$ cat src/rtl/delay_sum_scanner.sv
// delay_sum_scanner: delay-and-sum beamformer pixel scanner.
// Walks an 80x60 pixel grid row-major. For each pixel it latches the
// per-mic delays, fetches one delayed sample per microphone from the
// sample RAM and accumulates them. The beam power is then offered on a
// valid/ready result channel.
// Build option: define BEAM_SQUARE_EN to output (sum>>>4)^2 instead of |sum|.
module delay_sum_scanner #(
  parameter int DATA_W = 16,  // sample width
  parameter int COEF_W = 8,   // delay / buffer index width
  parameter int STAGES = 16   // number of microphone channels summed
) (
  input  logic                           i_clk,
  input  logic                           i_rst,
  input  logic                           i_start,
  input  logic [COEF_W-1:0]              i_wr_ptr,
  output logic signed [6:0]              o_p_x,
  output logic signed [5:0]              o_p_y,
  input  logic [STAGES-1:0][COEF_W-1:0]  i_delta,
  output logic                           o_rd_en,
  output logic [$clog2(STAGES)-1:0]      o_rd_mic,
  output logic [COEF_W-1:0]              o_rd_addr,
  input  logic signed [DATA_W-1:0]       i_rd_data,
  output logic                           o_pix_valid,
  output logic [31:0]                    o_pix_data,
  output logic [6:0]                     o_pix_col,
  output logic [5:0]                     o_pix_row,
  input  logic                           i_pix_ready,
  output logic                           o_busy,
  output logic                           o_frame_done
);

  localparam int MIC_W = $clog2(STAGES);
  localparam int ACC_W = DATA_W + MIC_W;
  localparam int COLS  = 80;
  localparam int ROWS  = 60;

  typedef enum logic [2:0] {
    S_IDLE  = 3'd0,
    S_LATCH = 3'd1,
    S_READ  = 3'd2,
    S_DRAIN = 3'd3,
    S_OUT   = 3'd4
  } state_t;

  state_t                    r_state;
  state_t                    w_next;
  logic [6:0]                r_col;
  logic [5:0]                r_row;
  logic [COEF_W-1:0]         r_wr_ptr;
  logic [COEF_W-1:0]         r_delta [STAGES];
  logic [MIC_W-1:0]          r_mic;
  logic                      r_rd_vld_p1;
  logic signed [ACC_W-1:0]   r_acc_p1;
  logic                      r_pix_valid;
  logic [31:0]               r_pix_data;
  logic [6:0]                r_pix_col;
  logic [5:0]                r_pix_row;
  logic                      r_frame_done;
  logic                      w_rd_en;
  logic                      w_busy;
  logic                      w_last_mic;
  logic                      w_last_col;
  logic                      w_last_row;
  logic signed [ACC_W-1:0]   w_sample_ext;
  logic signed [ACC_W-1:0]   w_sum_p1;

  // Magnitude of the beam sum, zero-extended; 20 bits always holds it.
  function automatic logic [31:0] f_abs(input logic signed [ACC_W-1:0] s);
    logic [ACC_W-1:0] mag;
    mag = s[ACC_W-1] ? $unsigned(-s) : $unsigned(s);
    return {{(32-ACC_W){1'b0}}, mag};
  endfunction

`ifdef BEAM_SQUARE_EN
  // Power estimate: scale the sum back to sample width, then square.
  function automatic logic [31:0] f_square(input logic signed [ACC_W-1:0] s);
    logic signed [ACC_W-1:0]    t;
    logic signed [DATA_W-1:0]   q;
    logic signed [2*DATA_W-1:0] p;
    t = s >>> MIC_W;
    q = t[DATA_W-1:0];
    p = q * q;
    return $unsigned(p);
  endfunction
`endif

  assign w_last_mic   = (r_mic == MIC_W'(STAGES - 1));
  assign w_last_col   = (r_col == 7'(COLS - 1));
  assign w_last_row   = (r_row == 6'(ROWS - 1));
  assign w_sample_ext = {{(ACC_W-DATA_W){i_rd_data[DATA_W-1]}}, i_rd_data};
  assign w_sum_p1     = r_acc_p1 + w_sample_ext;

  // State register.
  always_ff @(posedge i_clk) begin
    if (i_rst) r_state <= S_IDLE;
    else       r_state <= w_next;
  end

  // Next-state decode.
  always_comb begin
    w_next = r_state;
    case (r_state)
      S_IDLE:  if (i_start) w_next = S_LATCH;
      S_LATCH: w_next = S_READ;
      S_READ:  if (w_last_mic) w_next = S_DRAIN;
      S_DRAIN: w_next = S_OUT;
      S_OUT:   if (i_pix_ready) w_next = (w_last_col && w_last_row) ? S_IDLE : S_LATCH;
      default: w_next = S_IDLE;
    endcase
  end

  // State-derived outputs.
  always_comb begin
    w_rd_en = (r_state == S_READ);
    w_busy  = (r_state != S_IDLE);
  end

  // Control: pixel position, read sequencing, handshake and frame pulse.
  always_ff @(posedge i_clk) begin
    if (i_rst) begin
      r_col        <= '0;
      r_row        <= '0;
      r_wr_ptr     <= '0;
      r_mic        <= '0;
      r_rd_vld_p1  <= 1'b0;
      r_pix_valid  <= 1'b0;
      r_frame_done <= 1'b0;
    end else begin
      r_frame_done <= 1'b0;
      r_rd_vld_p1  <= w_rd_en;
      case (r_state)
        S_IDLE: begin
          if (i_start) begin
            r_wr_ptr <= i_wr_ptr;
            r_col    <= '0;
            r_row    <= '0;
          end
        end
        S_LATCH: r_mic <= '0;
        S_READ:  r_mic <= r_mic + MIC_W'(1);
        S_DRAIN: r_pix_valid <= 1'b1;
        S_OUT: begin
          if (i_pix_ready) begin
            r_pix_valid <= 1'b0;
            if (w_last_col) begin
              r_col <= '0;
              if (w_last_row) begin
                r_row        <= '0;
                r_frame_done <= 1'b1;
              end else begin
                r_row <= r_row + 6'd1;
              end
            end else begin
              r_col <= r_col + 7'd1;
            end
          end
        end
        default: ;
      endcase
    end
  end

  // Delay capture for the current pixel (delta generator settles by LATCH).
  always_ff @(posedge i_clk) begin
    if (r_state == S_LATCH) begin
      for (int m = 0; m < STAGES; m++) r_delta[m] <= i_delta[m];
    end
  end

  // ---- stage p1: sample returned one cycle after each read request ----
  // Accumulate returned samples; cleared at the start of each pixel.
  always_ff @(posedge i_clk) begin
    if (i_rst)                    r_acc_p1 <= '0;
    else if (r_state == S_LATCH)  r_acc_p1 <= '0;
    else if (r_rd_vld_p1)         r_acc_p1 <= w_sum_p1;
  end

  // ---- stage p2: result registers, loaded with the final (16th) sample folded in ----
  // Result capture in DRAIN; held through OUT until the consumer takes it.
  always_ff @(posedge i_clk) begin
    if (i_rst) begin
      r_pix_data <= '0;
      r_pix_col  <= '0;
      r_pix_row  <= '0;
    end else if (r_state == S_DRAIN) begin
`ifdef BEAM_SQUARE_EN
      r_pix_data <= f_square(w_sum_p1);
`else
      r_pix_data <= f_abs(w_sum_p1);
`endif
      r_pix_col  <= r_col;
      r_pix_row  <= r_row;
    end
  end

  assign o_p_x        = $signed(r_col - 7'd40);
  assign o_p_y        = $signed(r_row - 6'd30);
  assign o_rd_en      = w_rd_en;
  assign o_rd_mic     = r_mic;
  assign o_rd_addr    = r_wr_ptr - r_delta[r_mic];
  assign o_pix_valid  = r_pix_valid;
  assign o_pix_data   = r_pix_data;
  assign o_pix_col    = r_pix_col;
  assign o_pix_row    = r_pix_row;
  assign o_busy       = w_busy;
  assign o_frame_done = r_frame_done;

endmodule

$ cat config.mk
export PLATFORM = sky130hd
export DESIGN_NAME = delay_sum_scanner
export DESIGN_NICKNAME = d
export VERILOG_FILES = /design/src/rtl/delay_sum_scanner.sv
export SDC_FILE = /design/constraint.sdc
export NUM_CORES = 1
export LEC_CHECK = 0
export CORE_MARGIN = 1
export CORE_UTILIZATION = 46
export DETAILED_ROUTE_END_ITERATION = 7
export GPL_ROUTABILITY_DRIVEN = 0
export HOLD_SLACK_MARGIN = 0.03
export PLACE_DENSITY = 0.76
export SYNTH_ARGS = -nofsm -noshare
export SYNTH_HDL_FRONTEND = slang
export SYNTH_SLANG_ARGS = --single-unit
$ cat constraint.sdc
create_clock -name i_clk -period 12 [get_ports i_clk]
set_clock_uncertainty 0.05 [all_clocks]
set_input_delay 1.8 -clock i_clk [delete_from_list [all_inputs] [get_ports i_clk]]
set_output_delay 1.8 -clock i_clk [all_outputs]
set_load 0.02 [all_outputs]
### Word level (Yosys, flattened, before mapping)

Memories as Yosys holds them, arrays and structs flattened. A register that Yosys moved wholly into a read port is not among the register bits.
Index checks and enable logic that the tools add are counted.

* reduce and logical (&&, ||, !) cells: 13
* multiplexer cells: 23
* eq/ne operators: 11
* bitwise logic cells: 3
* add/subtract/negate cells: 8

Operator list (count)
* 6-bit two-way mux: 4
* 7-bit two-way mux: 3
* 20-bit by 16-bit adder with 20-bit output: 1
* 20-bit two-way mux: 1
* 20-bit negator: 1
* 3-bit one-hot mux with 5 select lines: 1
* 7-bit one-hot mux with 2 select lines: 1
* 6-bit one-hot mux with 2 select lines: 1
* 3-bit two-way mux: 3
* 4-bit two-way mux: 2
* 4-bit one-hot mux with 2 select lines: 1
* 8-bit subtractor: 1
* 7-bit by 1-bit adder with 7-bit output (second input constant): 1
* 7-bit == test (second input constant): 1
* 7-bit by 6-bit subtractor with 7-bit output (second input constant): 1
* 6-bit by 1-bit adder with 6-bit output (second input constant): 1
* 3-bit by 2-bit == test with 1-bit output (second input constant): 2
* 6-bit == test (second input constant): 1
* 2-bit != test (second input constant): 3
* 3-bit AND reduction: 2
* 2-bit nonzero test: 3
* 6-bit by 5-bit subtractor with 6-bit output (second input constant): 1
* 1-bit two-way mux: 5
* 4-bit by 1-bit adder with 4-bit output (second input constant): 1
* other kinds (13): 16

* memories kept: 1
* memory bits (writable): 128
* word-level logic and storage cells: 71
* flip-flop bits (word level): 84
* input port bits: 156
* output and inout bits: 74

Memory list
* r_delta: words 16, bits a word 8, rd ports 1, clocked after Yosys merged registers in 1, wr ports 16, line 50 `logic [COEF_W-1:0] r_delta [STAGES];`

### Depth between registers and ports, before layout

Gate-level depths: netlist (run 1).

* word-level depth: 5
* gate-level depth with buffers: 15
* depth with buffers taken out: 12

### Worst setup path before layout (run 1)

Ideal clock, no wire load.

* path type: register to register
* start point: reg r_state[1]
* end point: reg r_acc_p1[13]
* stages on the path, launching flop included: 6
* clock period less this slack: 11444 ps
* slack: 556 ps
* required time: 11803 ps
* arrival time: 11248 ps
* buffers on the path: 2
* setup time: 147 ps
* path through: dfxtp_1 -> clkbuf_1 -> nor3b_1 -> or2_2 -> clkbuf_1 -> a211oi_1

* longest elaborated chain between the ends: 2

RTL lines
* from (decl): line 45 `state_t r_state;`
* from (signal assigned): line 96 `else r_state <= w_next;`
* 3-bit by 1-bit == test with 1-bit output: line 174 `else if (r_state == S_LATCH) r_acc_p1 <= '0;`
* 2-bit OR reduction (no source line)
* to (signal assigned): line 175 `else if (r_rd_vld_p1) r_acc_p1 <= w_sum_p1;`
* to (decl): line 53 `logic signed [ACC_W-1:0] r_acc_p1;`

No other way between the ends.
A chain may end at the register's enable or synchronous reset.

==> reports/results.tsv, run 1 <==
stage	metric	value	unit
status	status	complete, no violations	
clock_tree	cts_sinks	216	
clock_tree	clock_latency	500	ps
setup_path	worst-path-stages	14	
sta	layout_min_cycle_time	6270	ps
route	first_pass_iters	5	
logic_synthesis	synth_cell_types	57	
global_route	antenna_found_initial	1	
setup_path	critPathLaunchType	register	
route	drc	0	
setup_path	required	10150	ps
logic_synthesis	synth_ff_type	edfxtp_1	
layout	area_growth	30.3	%
sta	max_slew_margin	44.5	%
floorplan	rows	53	
sta	grt_setup_unrepaired	false	
global_route	track_usage	21.1	%
setup_path	cp_common_cell	a21oi_1	
clock_tree	clock_path_buffers	3	
route	ant_nets	0	
setup_path	cpLargestDelayFamily	buffers and inverters	
clock_tree	path_clk_slew	60	ps
sta	timing.final.max_slew_violations	0	
clock_tree	cts_setup_buffers	0	
logic_synthesis	syn_area_per_cell	12.0	um2
global_route	overflow	0	
floorplan	core	21200	um2
clock_tree	ctsResizeCount	0	
logic_synthesis	yosysTopAreaCellShare	38.4	%
sta	setup_violations	0	
sta	final.setup.tns	0	ps
setup_path	cp.arrival	4420	ps
floorplan	fp.dieH	149	um
placement	place_hpwl	17300	um
logic_synthesis	synth_seq_cells	216	
logic_synthesis	synth_area_leaders	edfxtp_1, dfxtp_1, mux4_2	
logic_synthesis	muxShareOfSynthArea	10.8	%
setup_path	path_cells	buf_4, mux4_2, mux4_2, inv_1, ha_1, a21oi_1, o21ai_0, a21oi_1, nor2_1, o21ai_0, nand2b_1, a21oi_1, xnor2_1, clkdlybuf4s50_1	
logic_synthesis	ys_top_cells_by_count	edfxtp_1, dfxtp_1, nor2_1, nand2_1, a21oi_1	
clock_tree	cts_root_buf	clkbuf_16	
clock_tree	cts_made_buffers	23	
setup_path	reg2reg_depth	11	
power	peakVddDrop	0.0923	mV
route	first_iter_violations	403	
floorplan	pin_count	230	
setup_path	cp_slowest_cell	clkdlybuf4s50_1	
power	p_leak	4.52	nW
sta	hold_violations	0	
logic_synthesis	synth_edf_count	128	
logic_synthesis	yosysTopAreaCell	edfxtp_1	
floorplan	die_area	22300	um2
logic_synthesis	synth.most_common_cell	edfxtp_1	
layout	final_cells	1330	
logic_synthesis	synthesis.area	10000	um2
logic_synthesis	synth-compound-area-share	8.94	%
global_route	grt_pass1_wl	36000	um
logic_synthesis	yosysWarnings	0	
layout	nets	1230	
sta	tightest_slew	826	ps
floorplan	start_util	47.3	%
placement	dp.cells	1289	
sta	timing.final.crit_share	52.2	%
job	maxCapViolations	0	
layout	final_layout_size_suffix_gt1_share	9.11	%
global_route	first_global_vias	6936	
setup_path	cp-end-kind	output port	
power	p_per_area	138	nW/um2
clock_tree	tritoncts	done	
logic_synthesis	synth_top_family_by_area	simple AND/OR/NAND/NOR gates	
logic_synthesis	yosys.area_share.simple	12.0	%
floorplan	die_x	149	um
logic_synthesis	async_reset_ff_share	0	%
logic_synthesis	synth_xor_area_share	3.85	%
route	routed_wl	23500	um
global_route	grt_max_degree	69	
setup_path	crit_fanout	32	
placement	port_buffers	217	
clock_tree	h-tree-depth	1	
logic_synthesis	synth_fa_ha_area_share	4.53	%
route	viasPerCell	5.40	
route	route.vias.total	7186	
hold_path	min_path_cells	2	
route	routedWlPerCell	17.7	um
logic_synthesis	synth_cells	835	
clock_tree	hold_buffers	0	
setup_path	critPathMaxStageDelay	630	ps
sta	fmax	160	MHz
setup_path	path_class	reg2out	
setup_path	critPathBufInv	3	
logic_synthesis	synth-seq-area-share	56.1	%
hold_path	min_path_type	reg2reg	
==> cell families (layout without fill, tap and decap cells) <==
logic type | Yosys count | count (layout)
xor+xnor | 44 | 44
flops | 216 | 216
compound gates | 144 | 144
buf+inv | 83 | 291
other cells | 1 | 13
fa+ha+maj | 35 | 35
simple gates | 254 | 254
mux | 58 | 58
==> power breakdown <==
group	switching (W)	total [W]	leakage (nW)	internal (W)
combinational	0.000153	0.000294	2.30	0.000141
sequential	0.0000175	0.000856	1.90	0.000838
clock	0.000277	0.000650	0.331	0.000372
total	0.000447	0.00180	4.52	0.00135
==> sequential cells by signal, indices dropped and copies added (netlist names), 6 cells and up, named ones only <==
| name | cells |
|---|---|
| r_delta | 128 |
| o_pix_data | 20 |
| r_acc_p1 | 20 |
| r_wr_ptr | 8 |
| o_pix_col | 7 |
| r_col | 7 |
| o_pix_row | 6 |
| r_row | 6 |
==> metrics by stage <==
stage	total power [W]	hold slack (ps)	setup WS (ps)	cell area, um2	util, %
after floorplan	0.00105	386	556	10000	-
after global placement	0.00116	391	6250	12300	58.3
after detailed placement	0.00117	396	6210	12300	58.3
after CTS	0.00182	405	5630	13000	61.6
after global routing	0.00187	421	5360	13000	61.6
final	0.00180	403	5730	13000	61.6
==> final timing paths <==
check	endpoint	slack, ps	from
worst max-delay path	o_rd_addr[7]	5730	register
worst min-delay path	o_pix_row[1]	400	o_pix_row[1]
worst max register to register	o_pix_data[18]	8510	r_acc_p1[0]
worst min register to register	o_pix_row[1]	400	o_pix_row[1]
==> layer usage <==
layer	track usage (%)	up-vias	share of wire [%]	wire length (um)
met5	0	-	0	0
met4	5.71	0	2.3	540
met3	4.54	38	7.3	1720
met2	37.0	282	50	11700
met1	26.1	3394	41	9580
li1	-	3472	-	-
==> final cells by class <==
class                      instances  area (um2)
clock inverter                     9        48.8
timing repair buffer             225        2230
multi-input combinational        547        4070
antenna                            1        2.50
tap                              275         344
fill                            1681        8120
inverter                          26        97.6
sequential                       216        5610
clock buffer                      31         638
==> worst reg2reg max path: cells and delay by family, from the launching register on <==
kind | cells | cell delay [ps]
AOI/OAI and AO/OA | 5 | 1060
and+or+nand+nor | 2 | 930
adders and majority gates | 2 | 640
xor gates and xnor gates | 2 | 390
DFF | 1 | 310
==> cells in the final DEF, fill, tap and decap left out, types with 3 or more instances in the layout <==
cell type        instances
a211oi_1                18
a21o_1                   3
a21oi_1                 62
a22oi_1                  3
a311oi_1                 4
a31oi_1                  7
and2_1                   5
and3_1                   4
buf_4                    8
clkbuf_1                 5
clkbuf_16               24
clkdlybuf4s50_1        216
clkinv_1                 3
conb_1                  12
dfxtp_1                 87
edfxtp_1               128
ha_1                    33
inv_1                   26
mux2i_1                 18
mux4_2                  40
nand2_1                 80
nand2b_1                 8
nand3_1                 14
nand4_1                 11
nor2_1                  84
nor2b_1                  3
nor3_1                   9
nor4_1                   5
o21ai_0                 26
o21ai_1                  3
or2_2                    4
or3_1                   11
or4_1                    3
xnor2_1                 27
xor2_1                  17
No activity file was read; power rests on OpenSTA's default activity.
==> inputs of run 2 (changes only) <==
CORE_UTILIZATION = 51   (was 46)
PLACE_DENSITY = 0.8   (was 0.76)
clock period = 5.95 ns   (was 12 ns; I/O delays follow)
==> run 2 against run 1 <==
Effect of this change: highest routed layer unchanged; cell count down 1.1%; critical path type unchanged; flip-flop and latch count unchanged; critical path depth down 2; core utilization up 7.4 points; global-route usage rose by 2.5 points.
==> reports/results.tsv, run 2 (synthesis results as in run 1) <==
stage	metric	value	unit	change
status	status	complete, no violations		
layout	nets	1229		-0.081%
sta	timing.final.crit_share	90.4	%	
power	internal-power	0.00281	W	+110%
floorplan	pin_count	230		unchanged
power	p_leak	4.55	nW	+0.62%
placement	dpl_cell_area	12300	um2	-0.16%
clock_tree	cts_setup_buffers	0		unchanged
clock_tree	clock_path_buffers	3		unchanged
layout	final_util	69.0	%	+7.4 points
sta	grt_setup_unrepaired	false		
clock_tree	h-tree-depth	1		unchanged
clock_tree	tritoncts	done		
setup_path	critPathLaunchType	register		
clock_tree	clock_latency	500	ps	about the same
sta	max_slew_margin	37.8	%	-6.8 points
clock_tree	ctsResizeCount	0		unchanged
setup_path	crit_fanout	18		-44%
floorplan	core	19000	um2	-10%
power	sw_frac_of_total	24.7	%	-0.18 points
sta	fmax	186	MHz	
layout	register_area	5610	um2	unchanged
floorplan	fp.dieH	142	um	-5.0%
sta	final.setup.worst_slack	574	ps	-5160 ps
global_route	grt_pass1_wl	36600	um	+1.5%
route	routed_wl	23700	um	+0.88%
floorplan	die_x	142	um	-5.0%
setup_path	path_class	reg2out		
global_route	track_usage	23.6	%	+2.5 points
layout	final_layout_size_suffix_gt1_share	9.10	%	about the same
sta	layout_min_cycle_time	5380	ps	
power	power.total	0.00373	W	+110%
sta	timing.final.max_slew_violations	0		unchanged
placement	dp_slack	1040	ps	-5160 ps
clock_tree	path_clk_slew	60	ps	about the same
setup_path	cp.arrival	4430	ps	about the same
route	first_iter_violations	386		-4.2%
setup_path	required	5010	ps	-5140 ps
layout	antenna_cells	0		-1
clock_tree	cts_sinks	216		unchanged
layout	largest_reg_flops	128		unchanged
floorplan	die_area	20200	um2	-9.7%
layout	final_cell_mix	clkdlybuf4s50_1, edfxtp_1, dfxtp_1, nor2_1, nand2_1		
route	route.vias.total	7148		-0.53%
route	ant_nets	0		unchanged
route	first_pass_iters	5		unchanged
power	pwr-share-clk	37.8	%	+1.7 points
sta	hold_violations	0		unchanged
layout	area_growth	30.7	%	
placement	place_hpwl	17700	um	+2.4%
placement	port_buffers	217		unchanged
global_route	antenna_found_initial	0		-1
global_route	grt_max_degree	73		+5.8%
floorplan	start_util	52.7	%	+5.5 points
sta	tightest_slew	927	ps	+101 ps
power	p_sw	0.000922	W	+110%
setup_path	r2r_setup_slack	2410	ps	-6100 ps
clock_tree	cts_made_buffers	23		unchanged
hold_path	min_path_type	reg2reg		
power	combPwrFrac	15.7	%	-0.6 points
sta	final.setup.tns	0	ps	unchanged
power	p_per_area	286	nW/um2	+110%
route	drc	0		unchanged
clock_tree	hold_buffers	0		unchanged
setup_path	cp-end-kind	output port		
layout	final_cell_area	13100	um2	+0.31%
power	peakVddDrop	0.188	mV	+100%
sta	setup_violations	0		unchanged
global_route	overflow	0		unchanged
power	seq_power_share	46.5	%	-1.1 points
floorplan	rows	50		-5.7%
route	routedWlPerCell	18.1	um	+2.0%
route	viasPerCell	5.44		+0.61%
global_route	first_global_vias	7062		+1.8%
layout	regMostFlops	r_delta		
clock_tree	cts_root_buf	clkbuf_16		
layout	layout_commonest_cell	clkdlybuf4s50_1		
layout	fillers	1392		-17%
layout	multiInputGateArea	4070	um2	+0.15%
job	maxCapViolations	0		unchanged
## run 2: per-stage QoR
step / hold slack [ps] / std cells
floorplan: 386 / 846
global placement: 389 / 1273
finish: 401 / 1315
CTS: 405 / 1315
global route: 419 / 1315
detailed placement: 396 / 1273
## run 2: cell type report
class                           count  area share [%]
Sequential cell                   216            42.9
Multi-Input combinational cell    547            31.2
Timing Repair Buffer              224            17.0
Clock buffer                       29            4.82
Tap cell                          260            2.49
Clock inverter                     13           0.919
Inverter                           26           0.747
## run 2: path summary, 6_finish.rpt
kind / start / to / depth (start not counted)
setup / recovery: register / o_rd_addr[7] / 12
hold / removal: o_pix_row[5] / o_pix_row[5] / 2
setup reg to reg: r_acc_p1[0] / o_pix_data[18] / 11
hold reg to reg: o_pix_row[5] / o_pix_row[5] / 2
## run 2: critical path: stages, from the launching register on
cell,delay (ps)
dfxtp_2,720
buf_4,400
mux4_2,540
mux4_2,480
inv_1,70
ha_1,250
a21oi_1,130
nor2_1,60
o21ai_0,140
nand2b_1,70
a21oi_1,200
xnor2_1,190
clkdlybuf4s50_1,650
## run 2: power by group through the flow
stage | clock, W | sequential, W | combinational, W
6_report | 0.00141 | 0.00174 | 0.000586
5_1_grt | 0.00149 | 0.00174 | 0.000632
4_1_cts | 0.00144 | 0.00174 | 0.000587
3_5_place_dp | 0 | 0.00177 | 0.000586
3_3_place_gp | 0 | 0.00176 | 0.000574
2_1_floorplan | 0 | 0.00175 | 0.000352
## run 2: metal layers
layer / track usage [%] / up-vias / part of all wire [%]
met1: 31.0 / 3388 / 42
met4: 4.70 / 0 / 1.2
met2: 41.6 / 276 / 51
li1: - / 3464 / -
met5: 0 / - / 0
met3: 3.57 / 20 / 5.6
